## src/rtl/buzz_pkg.sv

```systemverilog
// Shared types and helpers for the key-controlled buzzer tone generator.
// No logic or latency of its own; nothing here applies backpressure.
// Defaults describe the two-key board build.
package buzz_pkg;

  typedef enum logic {
    IDLE = 1'b0,
    RUN  = 1'b1
  } state_t;

  localparam int DEF_NUM_KEYS = 2;
  localparam int MAX_CODE     = (1 << DEF_NUM_KEYS) - 1;

  function automatic logic [31:0] half_of(input int unsigned base, input int unsigned code);
    return 32'(base) << code;
  endfunction

endpackage

```

## src/rtl/key_debounce.sv

```systemverilog
// Two-flop synchroniser plus stable-run counter for one active-low key; pressed=1 when held.
// Latency: 2 sync cycles plus DEB_CYCLES stable cycles before the output follows the key.
// No backpressure; a bounce simply restarts the stable count.
module key_debounce #(
  parameter int DEB_CYCLES = 1000000
) (
  input  logic clk,
  input  logic rst_n,
  input  logic key_n,
  output logic pressed
);

  localparam int CW = $clog2(DEB_CYCLES + 1);

  logic          sync1, sync2;
  logic [CW-1:0] stable_cnt;

  always_ff @(posedge clk or negedge rst_n) begin
    if (!rst_n) begin
      sync1      <= 1'b1;
      sync2      <= 1'b1;
      stable_cnt <= '0;
      pressed    <= 1'b0;
    end else begin
      sync1 <= key_n;
      sync2 <= sync1;
      // Count only while the synced key disagrees with the reported state.
      if (~sync2 != pressed) begin
        if (stable_cnt == CW'(DEB_CYCLES - 1)) begin
          pressed    <= ~sync2;
          stable_cnt <= '0;
        end else begin
          stable_cnt <= stable_cnt + 1'b1;
        end
      end else begin
        stable_cnt <= '0;
      end
    end
  end

endmodule

```

## src/rtl/buzzer_tone_gen.sv

```systemverilog
// Key-selected square-wave buzzer; half-period BASE_HALF<<code, duty via vol when BUZZ_VOLUME_EN.
// Latency: buzz rises the cycle after en is sampled high; tone changes land on half-period edges.
// No backpressure; en=0 stops the tone on the next cycle.
module buzzer_tone_gen
  import buzz_pkg::*;
#(
  parameter int NUM_KEYS   = $clog2(MAX_CODE + 1),
  parameter int BASE_HALF  = 2048,
  parameter int DIV_W      = 16,
  parameter int DEB_CYCLES = 1000000
) (
  input  logic                clk,
  input  logic                rst_n,
  input  logic [NUM_KEYS-1:0] key,
  input  logic                en,
`ifdef BUZZ_VOLUME_EN
  input  logic [2:0]          vol,
`endif
  output logic                buzz,
  output logic [NUM_KEYS-1:0] led,
  output logic [NUM_KEYS-1:0] tone_code,
  output logic                busy
);

  state_t              state, state_nxt;
  logic [DIV_W-1:0]    cnt, cnt_nxt;
  logic                phase, phase_nxt;
  logic [NUM_KEYS-1:0] code_nxt;
  logic [DIV_W-1:0]    half;

  for (genvar i = 0; i < NUM_KEYS; i++) begin : g_deb
    key_debounce #(
      .DEB_CYCLES(DEB_CYCLES)
    ) u_deb (
      .clk    (clk),
      .rst_n  (rst_n),
      .key_n  (key[i]),
      .pressed(led[i])
    );
  end

  assign half = DIV_W'(half_of(BASE_HALF, 32'(tone_code)));

`ifdef BUZZ_VOLUME_EN
  logic [2:0]       vol_q, vol_nxt;
  logic [DIV_W+2:0] high_len;

  assign high_len = ((DIV_W + 3)'(half) * (DIV_W + 3)'(vol_q)) >> 3;
  assign buzz     = (state == RUN) && phase && ({3'b000, cnt} < high_len);
`else
  assign buzz = (state == RUN) && phase;
`endif

  assign busy = (state == RUN);

  always_ff @(posedge clk or negedge rst_n) begin
    if (!rst_n) begin
      state     <= IDLE;
      cnt       <= '0;
      phase     <= 1'b0;
      tone_code <= '0;
    end else begin
      state     <= state_nxt;
      cnt       <= cnt_nxt;
      phase     <= phase_nxt;
      tone_code <= code_nxt;
    end
  end

`ifdef BUZZ_VOLUME_EN
  always_ff @(posedge clk or negedge rst_n) begin
    if (!rst_n) vol_q <= '0;
    else        vol_q <= vol_nxt;
  end
`endif

  // Code (and volume) are only picked up at entry or at a half-period boundary.
  always_comb begin
    state_nxt = state;
    cnt_nxt   = cnt;
    phase_nxt = phase;
    code_nxt  = tone_code;
`ifdef BUZZ_VOLUME_EN
    vol_nxt   = vol_q;
`endif
    case (state)
      IDLE: begin
        if (en) begin
          state_nxt = RUN;
          cnt_nxt   = '0;
          phase_nxt = 1'b1;
          code_nxt  = led;
`ifdef BUZZ_VOLUME_EN
          vol_nxt   = vol;
`endif
        end
      end
      RUN: begin
        if (!en) begin
          state_nxt = IDLE;
          cnt_nxt   = '0;
          phase_nxt = 1'b0;
        end else if (cnt == half - 1'b1) begin
          cnt_nxt   = '0;
          phase_nxt = ~phase;
          code_nxt  = led;
`ifdef BUZZ_VOLUME_EN
          vol_nxt   = vol;
`endif
        end else begin
          cnt_nxt = cnt + 1'b1;
        end
      end
      default: state_nxt = IDLE;
    endcase
  end

endmodule
```

## config.mk

```make
export PLATFORM = sky130hd
export DESIGN_NAME = buzzer_tone_gen
export DESIGN_NICKNAME = d
export VERILOG_FILES = /design/src/rtl/buzz_pkg.sv /design/src/rtl/key_debounce.sv /design/src/rtl/buzzer_tone_gen.sv
export SDC_FILE = /design/constraint.sdc
export NUM_CORES = 1
export LEC_CHECK = 0
export CORE_UTILIZATION = 55
export CTS_BUF_LIST = sky130_fd_sc_hd__clkbuf_8
export DETAILED_ROUTE_END_ITERATION = 10
export GPL_ROUTABILITY_DRIVEN = 0
export PLACE_DENSITY = 0.84
export SYNTH_ARGS = -nofsm -noshare
export SYNTH_HDL_FRONTEND = slang
export SYNTH_SLANG_ARGS = --single-unit
export TNS_END_PERCENT = 10
```

## constraint.sdc

```tcl
create_clock -name clk -period 5.3 [get_ports clk]
set_input_delay 0.795 -clock clk [delete_from_list [all_inputs] [get_ports clk]]
set_output_delay 0.795 -clock clk [all_outputs]
set_load 0.05 [all_outputs]
```

==> results.json, run 1 <==
{
  "status": "completed",
  "syn_nets": 336,
  "ys_ff_latch": 66,
  "dpl.hpwl_um": 3942,
  "wl_per_cell_um": 14.21,
  "rr_startpoint": "cnt[0]",
  "io_buffers": 10,
  "synthCells": 328,
  "cp-end-kind": "output pin",
  "crit_start": "busy",
  "slowest_delay_ns": 0.79,
  "areaGrowthSynthToFinish_pct": 10.57,
  "grt_pass1_vias": 2314,
  "cp_top_family": "buffers and inverters",
  "fin_util_pct": 64.72,
  "clock-root-buffer": "clkbuf_8",
  "ant_nets": 0,
  "synth.yosys.seq_area_share_pct": 50.17,
  "p_per_area_nw_per_um2": 286.2,
  "cts_hold_buf": 0,
  "cp-start-kind": "flop",
  "hold_class": "reg -> reg",
  "critPathKind": "reg -> out",
  "start_util_pct": 58.53,
  "async_reset_ff_share_pct": 100.0,
  "cp_max_fo": 7,
  "drv_slew": 0,
  "cts_tree": "yes",
  "clkPwrFrac_pct": 46.0,
  "cts_post_setup_buffers_inserted": 0,
  "io_pins": 11,
  "grt-ovfl-total": 0,
  "grt_max_degree": 67,
  "routed_wl_um": 5913,
  "synth_edf_count": 0,
  "grt.total_usage_pct": 21.52,
  "ys_warn_count": 0,
  "timing.final.crit_period_ns": 2.500,
  "p_switching_uw": 230.2,
  "final_nets": 347,
  "dp_slack_ns": 2.704,
  "fp.dieH_um": 79.48,
  "die_w_um": 79.48,
  "synth_fa_ha_area_share_pct": 1.137,
  "grt_pass1_wl_um": 10260,
  "layout-drive-gt1-share_pct": 9.302,
  "r2r_cells": 6,
  "rsz0062_at_grt": "no",
  "dieArea_sq_um": 6317,
  "crit_end": "buzz",
  "power_leakage_nw": 1.587,
  "synthSimpleGateAreaFrac_pct": 25.99,
  "antenna_found_initial": 0,
  "crit_slowest_cell": "clkdlybuf4s50_1",
  "finalCritPeriodShare_pct": 47.17,
  "p_seq_share_pct": 49.8,
  "synth_top_family_by_area": "simple AND/OR/NAND/NOR gates",
  "synthMuxAreaShare_pct": 0.6821,
  "timing.fmax_mhz": 400.0,
  "cts.sinks": 66,
  "synth_xor_xnor_area_share_pct": 10.88,
  "n_antenna_cell": 0,
  "htreeDepth": 3,
  "fillers": 437,
  "rows": 27,
  "timing.reg2reg.setup_slack_ns": 3.03,
  "share_comb_of_total_power_pct": 4.2,
  "drtIter0Drc": 145,
  "cts_buffer_depth": 2,
  "final_cell_mix": "dfrtp_1, nor2_1, xor2_1, nand2_1, nand3_1",
  "synth_flop_cell": "dfrtp_1",
  "fin_worst_skew_ns": 0.005907,
  "relSlewSlack_pct": 46.48,
  "cts_resized": 0,
  "worstPathArrival_ns": 1.71,
  "setup_viol": 0,
  "ir_drop_uv": 179.0,
  "ys_types": 45,
  "setup_ws_ns": 2.800,
  "viasPerCell": 5.721,
  "synth_compound_area_share_pct": 7.806,
  "rr_endpoint": "tone_code[0]",
  "worst_pin_slew_ns": 0.8028,
  "syn-cell-area_sq_um": 3302,
  "cts_buffers": 9,
  "drc": 0,
  "worstSetupPathDepth": 2,
  "setup_tns_ns": 0,
  "first_pass_iters": 4,
  "avgSynthCellArea_sq_um": 10.07,
  "crit_chain": "and2_1 > clkdlybuf4s50_1",
  "worst-path-buf-inv": 1,
  "drv_cap": 0,
  "layout_commonest_cell": "dfrtp_1",
  "swShare_pct": 22.03,
  "p_int_uw": 814.8,
  "core_sq_um": 5642,
  "hold_violations": 0,
  "critPathRequiredTime_ns": 4.51,
  "power_mw": 1.045,
  "clk_pin_slew_worst_paths_ns": 0.07,
  "vias": 2380,
  "insertion_delay_ns": 0.34
}
==> area by class of cell <==
cell class / instances / area [sq um] / area share, %
Inverter: 10 / 37.54 / 1.028
Tap cell: 72 / 90.09 / 2.467
Timing Repair Buffer: 11 / 102.6 / 2.810
Clock buffer: 11 / 151.4 / 4.147
Sequential cell: 66 / 1657 / 45.37
Multi-Input combinational cell: 241 / 1535 / 42.05
Clock inverter: 5 / 77.57 / 2.125
==> worst min-delay path by stage <==
stage / from / end / slack [ns] / cells after the start
floorplan: g_deb[0].u_deb.sync1 / g_deb[0].u_deb.sync2 / 0.35 / 0
global placement: g_deb[0].u_deb.sync1 / g_deb[0].u_deb.sync2 / 0.35 / 0
detailed placement: g_deb[1].u_deb.sync1 / g_deb[1].u_deb.sync2 / 0.35 / 0
CTS: g_deb[1].u_deb.sync1 / g_deb[1].u_deb.sync2 / 0.36 / 0
global route: g_deb[1].u_deb.sync1 / g_deb[1].u_deb.sync2 / 0.36 / 0
finish: g_deb[1].u_deb.sync1 / g_deb[1].u_deb.sync2 / 0.36 / 0
==> through the flow <==
step | hold slack, ns | instance area [sq um] | std cells
3_5_place_dp | 0.3478 | 3422 | 400
6_report | 0.3618 | 3651 | 416
3_3_place_gp | 0.3470 | 3422 | 400
4_1_cts | 0.3623 | 3651 | 416
2_1_floorplan | 0.3452 | 3302 | 328
5_1_grt | 0.3640 | 3651 | 416
==> logic make-up after synthesis <==
logic type | after synthesis
AND/OR/NAND/NOR | 163
adder cells (fa/ha/maj) | 3
multiplexers | 2
buffers and inverters | 21
XOR/XNOR | 41
flip-flops | 66
AO/OA/AOI/OAI | 32
==> power groups by stage <==
stage | logic [mW] | clock network [mW] | registers, mW
floorplan | 0.0252 | 0 | 0.529
global route | 0.0505 | 0.509 | 0.521
finish | 0.0438 | 0.481 | 0.521
CTS | 0.0451 | 0.488 | 0.520
detailed placement | 0.0450 | 0 | 0.530
global placement | 0.0438 | 0 | 0.529
==> cell usage after synthesis (all sizes together), types with 2 or more instances <==
master / n / area [sq um]
a21o: 3 / 22.52
nand3: 23 / 115.1
dfstp: 4 / 105.1
nor3: 9 / 45.04
nor4b: 3 / 26.28
ha: 3 / 37.54
or2: 4 / 25.02
inv: 10 / 37.54
and3: 8 / 50.05
and4: 6 / 52.55
mux2: 2 / 22.52
o31ai: 5 / 37.54
nor3b: 3 / 22.52
xor2: 25 / 219.0
nand2: 24 / 90.09
o21a: 3 / 22.52
dfrtp: 62 / 1551
nand4: 12 / 81.33
o22a: 2 / 17.52
a221o: 3 / 30.03
xnor2: 16 / 140.1
buf: 8 / 61.30
nor4: 9 / 90.09
o311ai: 2 / 17.52
nor2: 54 / 202.7
a21oi: 5 / 25.02
clkbuf: 3 / 11.26
and2: 3 / 18.77
a22o: 3 / 26.28
nand3b: 2 / 15.01
==> layer usage <==
metal | vias up | track usage, % | wire [um]
met5 | - | 0 | 0
met4 | 0 | 9.091 | 77
met3 | 6 | 7.429 | 171
met2 | 40 | 35.30 | 2846
met1 | 1157 | 25.58 | 2817
li1 | 1177 | - | -
==> worst register-to-register path, delay by kind of cell, from the launching register on <==
family                     cells  cell delay, ns
adders and majority gates      1            0.28
AOI/OAI and AO/OA              2            0.61
buffers and inverters          1            0.11
DFF                            1            0.42
and+or+nand+nor                1            0.39
muxes                          1            0.34
==> flip-flops by register name (all words and copies together) (netlist names) <==
| signal | cells |
|---|---|
| g_deb.u_deb.sync1 | 2 |
| g_deb.u_deb.pressed | 2 |
| cnt | 16 |
| busy | 1 |
| g_deb.u_deb.stable_cnt | 40 |
| g_deb.u_deb.sync2 | 2 |
| tone_code | 2 |
| phase | 1 |
Note: power is estimated with default switching activity, not from simulation.
==> run 2: changes to the inputs <==
--- a/config.mk
+++ b/config.mk
@@ -9,7 +9,7 @@
 export CTS_BUF_LIST = sky130_fd_sc_hd__clkbuf_8
 export DETAILED_ROUTE_END_ITERATION = 10
 export GPL_ROUTABILITY_DRIVEN = 0
-export PLACE_DENSITY = 0.84
+export PLACE_DENSITY = 0.87
 export SYNTH_ARGS = -nofsm -noshare
 export SYNTH_HDL_FRONTEND = slang
 export SYNTH_SLANG_ARGS = --single-unit
==> constraint.sdc (replaced) <==
create_clock -name clk -period 2 [get_ports clk]
set_input_delay 0.3 -clock clk [delete_from_list [all_inputs] [get_ports clk]]
set_output_delay 0.3 -clock clk [all_outputs]
set_load 0.05 [all_outputs]
==> results.json, run 2 (same netlist as run 1, synthesis figures left out) <==
{
  "status": "completed",
  "ir_drop_uv": 579.3,
  "worst_pin_slew_ns": 0.5169,
  "ant_nets": 0,
  "vias": 2486,
  "cp_max_fo": 4,
  "n_antenna_cell": 0,
  "die_w_um": 79.48,
  "r2r_cells": 6,
  "critPathKind": "reg -> out",
  "viasPerCell": 5.808,
  "highest_layer": "met4",
  "cts_post_setup_buffers_inserted": 0,
  "setup_viol": 0,
  "rows": 27,
  "timing.final.crit_period_ns": 1.939,
  "layout_commonest_cell": "dfrtp_1",
  "hold_class": "in -> reg",
  "power_leakage_nw": 1.669,
  "worstPathArrival_ns": 1.64,
  "slowest_delay_ns": 0.85,
  "cts_buffers": 9,
  "postPlaceCellArea_sq_um": 3537,
  "final_nets": 359,
  "clock-root-buffer": "clkbuf_8",
  "cts_tree": "yes",
  "wl_per_cell_um": 14.61,
  "hold_violations": 0,
  "cp-end-kind": "output pin",
  "cts_buffer_depth": 2,
  "areaGrowthSynthToFinish_pct": 14.25,
  "cp-start-kind": "flop",
  "io_buffers": 10,
  "crit_start": "tone_code[1]",
  "share_comb_of_total_power_pct": 5.1,
  "first_pass_iters": 4,
  "fin_util_pct": 66.87,
  "clk_pin_slew_worst_paths_ns": 0.07,
  "drc": 0,
  "rr_endpoint": "cnt[9]",
  "cp_top_family": "buffers and inverters",
  "dieArea_sq_um": 6317,
  "fp.dieH_um": 79.48,
  "reg.largest.list": "g_deb.u_deb.stable_cnt: 40 flops, cnt: 16 flops",
  "layout-drive-gt1-share_pct": 13.20,
  "wl_met1_um": 2810,
  "crit_slowest_cell": "clkdlybuf4s50_1",
  "p_seq_share_pct": 52.2,
  "relSlewSlack_pct": 65.43,
  "finalCritPeriodShare_pct": 96.95,
  "rr_startpoint": "cnt[11]",
  "grt_pass1_wl_um": 10760,
  "design_area_sq_um": 3772,
  "largest_reg_flops": 40,
  "grt_max_degree": 67,
  "rsz0062_at_grt": "yes",
  "drv_cap": 0,
  "grt.total_usage_pct": 22.34,
  "p_switching_uw": 622.3,
  "crit_end": "tone_code[1]",
  "dpl.hpwl_um": 4169,
  "antenna_found_initial": 0,
  "drv_slew": 0,
  "largest_register": "g_deb.u_deb.stable_cnt",
  "min_from": "key[0]",
  "io_pins": 11,
  "timing.reg2reg.setup_slack_ns": 0.07,
  "holdWs_ns": 0.3541,
  "p_int_mw": 2.017,
  "timing.fmax_mhz": 515.7,
  "final_cell_mix": "dfrtp_1, nor2_1, xor2_1, nand2_1, nand3_1",
  "clkPwrFrac_pct": 42.7,
  "final_cells": 428,
  "p_per_area_nw_per_um2": 699.7,
  "core_sq_um": 5642,
  "start_util_pct": 58.53,
  "drtIter0Drc": 178,
  "fillers": 421,
  "worstSetupPathDepth": 1,
  "grt-ovfl-total": 0,
  "grt_pass1_vias": 2469,
  "swShare_pct": 23.58,
  "routed_wl_um": 6252,
  "insertion_delay_ns": 0.35,
  "cts.sinks": 66,
  "htreeDepth": 3,
  "met3_length_um": 295,
  "critPathRequiredTime_ns": 1.70,
  "fin_worst_skew_ns": 0.006983,
  "wl_met2_um": 3062,
  "worst-path-buf-inv": 1,
  "crit_chain": "clkdlybuf4s50_1",
  "dp_cells": 411
}
## run 2: changes by cell type in the layout (fill, tap and decap cells not counted), sizes merged
cell and delta:
clkdlybuf4s50 -2, buf +13, dlygate4sd3 +1, bufinv -1, clkbuf -1, clkinvlp +1
clkinv +1
## run 2: per-layer routing
layer	track usage (%)	up-vias
li1	-	1204
met1	27.21	1221
met3	7.771	10
met4	9.636	0
met5	0	-
met2	35.81	51
## run 2: final cells by class
class | instances | area [sq um] | share of cell area (%)
flip-flops and latches | 66 | 1658 | 43.95
inverters | 10 | 37.54 | 0.9950
multi-input cells | 241 | 1556 | 41.26
clock buffers | 10 | 137.6 | 3.648
repair buffers | 23 | 227.7 | 6.036
clock inverters | 6 | 65.06 | 1.725
well taps | 72 | 90.09 | 2.388
## run 2: power groups by stage
| stage | Sequential (mW) | Clock, mW | Combinational (mW) |
|---|---|---|---|
| after floorplan | 1.40 | 0 | 0.0669 |
| after global placement | 1.40 | 0 | 0.132 |
| after detailed placement | 1.40 | 0 | 0.135 |
| after CTS | 1.38 | 1.16 | 0.137 |
| after global routing | 1.38 | 1.22 | 0.150 |
| final | 1.38 | 1.13 | 0.134 |
## run 2: what timing repair did
action	4_1_cts	5_1_grt
hold endpoints to repair	62	0
setup endpoints to repair	0	9
resized for setup	0	3
hold buffers	1	0
## run 2: how the worst min path moves through the flow
| stage | to | cells past startpoint |
|---|---|---|
| 2_1_floorplan | busy | 0 |
| 3_3_place_gp | cnt[15] | 2 |
| 3_5_place_dp | cnt[4] | 2 |
| 4_1_cts | g_deb[0].u_deb.sync1 | 1 |
| 5_1_grt | g_deb[0].u_deb.sync1 | 1 |
| 6_report | g_deb[0].u_deb.sync1 | 1 |
## run 2: per-stage QoR
step           worst slack [ns]  setup TNS, ns  power (mW)
6_report                0.06091              0       2.639
5_1_grt              -0.0004934     -0.0004934       2.751
3_3_place_gp             0.1472              0       1.533
3_5_place_dp            0.05482              0       1.538
4_1_cts                 0.04458              0       2.676
2_1_floorplan          0.009247              0       1.470
==> run 3: changes to the inputs <==
--- a/config.mk
+++ b/config.mk
@@ -12,5 +12,6 @@
 export PLACE_DENSITY = 0.87
 export SYNTH_ARGS = -nofsm -noshare
 export SYNTH_HDL_FRONTEND = slang
+export SYNTH_HIERARCHICAL = 1
 export SYNTH_SLANG_ARGS = --single-unit
 export TNS_END_PERCENT = 10
==> results.json, run 3 <==
{
  "reg.largest.list": "g_deb.u_deb/stable_cnt: 40 flops, cnt: 16 flops",
  "design_area_sq_um": 4045,
  "synth_top_area_share_pct": 45.99,
  "areaGrowthSynthToFinish_pct": 19.92,
  "final_nets": 388,
  "syn_nets": 343,
  "ys_types": 44,
  "ys_warn_count": 6,
  "fp.dieH_um": 80.32,
  "setup_ws_ns": 0.03538,
  "critPathKind": "reg -> reg",
  "power_mw": 3.007,
  "avgSynthCellArea_sq_um": 10.07,
  "yosysTopAreaCell": "dfrtp_1",
  "clock-root-buffer": "clkbuf_8",
  "final_cell_mix": "dfrtp_1, nor2_1, xnor2_1, buf_4",
  "yosys-top-cells-area": "dfrtp_1, xnor2_1, nor2_1",
  "grtUsageMet3_pct": 6.477,
  "rr_startpoint": "g_deb[0].u_deb/stable_cnt[12]",
  "layout-drive-gt1-share_pct": 20.00,
  "dieArea_sq_um": 6451,
  "insertion_delay_ns": 0.35,
  "synth_common_cells": "dfrtp_1, nor2_1, xnor2_1",
  "core_sq_um": 5921,
  "io_pins": 11,
  "htreeDepth": 3,
  "crit_start": "g_deb[0].u_deb/stable_cnt[12]",
  "grt.total_usage_pct": 25.04,
  "fillers": 440,
  "synth.most_common_cell": "dfrtp_1",
  "routed_wl_um": 7240,
  "synth_flop_cell": "dfrtp_1",
  "n_antenna_cell": 0,
  "postPlaceCellArea_sq_um": 3765,
  "viasPerCell": 5.883,
  "ys_ff_latch": 66,
  "cp_max_fo": 19,
  "relSlewSlack_pct": 57.46,
  "critPathRequiredTime_ns": 2.22,
  "largest_register": "g_deb.u_deb/stable_cnt",
  "grt.busiest_layer": "met2",
  "grt_max_degree": 27,
  "cts_buffer_depth": 2,
  "hold_violations": 0,
  "synthCells": 335,
  "timing.final.crit_period_ns": 1.965,
  "drc": 0,
  "fin_worst_skew_ns": 0.01601,
  "start_util_pct": 56.97,
  "ir_drop_uv": 713.7,
  "clk_pin_slew_worst_paths_ns": 0.08,
  "largest_reg_flops": 40,
  "syn-cell-area_sq_um": 3373,
  "grtUsageMet2_pct": 42.31,
  "drv_cap": 0,
  "ant_nets": 0,
  "first_pass_iters": 4,
  "cts.sinks": 66,
  "fin_util_pct": 68.32,
  "worstPathArrival_ns": 2.19,
  "vias": 2706,
  "finalCritPeriodShare_pct": 98.23,
  "dpl.hpwl_um": 4996,
  "drv_slew": 0,
  "drtIter0Drc": 170,
  "async_reset_ff_share_pct": 100.0,
  "cts_post_setup_buffers_inserted": 0,
  "layout_commonest_cell": "dfrtp_1",
  "synth_edf_count": 0,
  "cp-end-kind": "flop",
  "holdWs_ns": 0.3574,
  "min_from": "g_deb[0].u_deb/sync1",
  "multi_input_area_sq_um": 1588,
  "grt_pass1_wl_um": 12140,
  "grt-ovfl-total": 0,
  "cts_tree": "yes",
  "rows": 28,
  "synth.yosys.seq_area_share_pct": 49.11,
  "io_buffers": 10,
  "status": "completed",
  "rsz0062_at_grt": "yes",
  "dp_slack_ns": 0.05099,
  "timing.fmax_mhz": 509.0,
  "worst_pin_slew_ns": 0.6381,
  "die_w_um": 80.32,
  "power_leakage_nw": 1.689,
  "grt_pass1_vias": 2614,
  "grtUsageMet1_pct": 30.78,
  "antenna_found_initial": 0,
  "p_per_area_nw_per_um2": 743.4,
  "cp-start-kind": "flop",
  "setup_viol": 0,
  "regArea_sq_um": 1658,
  "wl_per_cell_um": 15.74,
  "cts_buffers": 9,
  "hold_class": "reg -> reg"
}
[run 3: cell count changes in the layout (fill, tap and decap cells not counted), moves of 6 or more]
| cell | delta |
|---|---|
| a31o_2 | +6 |
| and4_1 | -6 |
| buf_4 | +21 |
| inv_1 | +7 |
| nand2_1 | -6 |
| xnor2_1 | +20 |
| xor2_1 | -15 |
[run 3: cell families (layout without fill, tap and decap cells)]
family	count (synthesis)	count (layout)	synth area share [%]
buffers and inverters	27	77	3.932
adders and majority gates	3	3	1.113
xor gates and xnor gates	46	46	11.94
and+or+nand+nor	152	152	22.85
muxes	3	3	0.9644
AOI/OAI and AO/OA	38	38	10.09
DFF	66	66	49.11
[run 3: metrics by stage]
step                instances  setup TNS [ns]
finish                    460               0
global route              460         -0.4989
CTS                       460               0
detailed placement        443               0
global placement          443               0
floorplan                 335               0
[run 3: metal layers]
layer / wire length (um) / vias up
li1: - / 1266
met1: 3051 / 1342
met2: 3676 / 84
met3: 399 / 14
met4: 112 / 0
met5: 0 / -
[run 3: final timing paths]
check | endpoint | slack [ns] | cells after the start
min in group asynchronous | g_deb[0].u_deb/stable_cnt[13] | 0.50 | 2
worst max register to register | g_deb[0].u_deb/stable_cnt[4] | 0.04 | 5
worst max-delay path | g_deb[0].u_deb/stable_cnt[4] | 0.04 | 5
worst min register to register | g_deb[0].u_deb/sync2 | 0.36 | 0
max in group asynchronous | g_deb[0].u_deb/sync2 | 0.82 | 3
worst min-delay path | g_deb[0].u_deb/sync2 | 0.36 | 0
[run 3: what timing repair did]
item,4_1_cts,5_1_grt
setup endpoints to repair,1,24
pin swaps,0,0
hold endpoints to repair,20,0
hold buffers,1,0
gates resized for setup,1,2
[run 3: area by class of cell]
cell class,count,share of cell area [%]
clock buffer,9,3.062
clock inverter,7,3.495
inverter,17,1.577
multi-input combinational,242,39.25
sequential,66,40.98
tap,75,2.320
timing repair buffer,44,9.310
[run 3: power breakdown]
group          total, mW  internal, mW  switching [mW]  leakage, nW
Combinational      0.143        0.0539          0.0895        0.658
Clock               1.48         0.956           0.528        0.135
Sequential          1.38          1.36          0.0219        0.896
[run 3: worst max-delay path, stage by stage (launching register included)]
cell and delay [ns]:
dfrtp_1 0.38, or4_4 0.53, or4_4 0.53, o21ai_4 0.17, buf_12 0.16, nor2_1 0.06
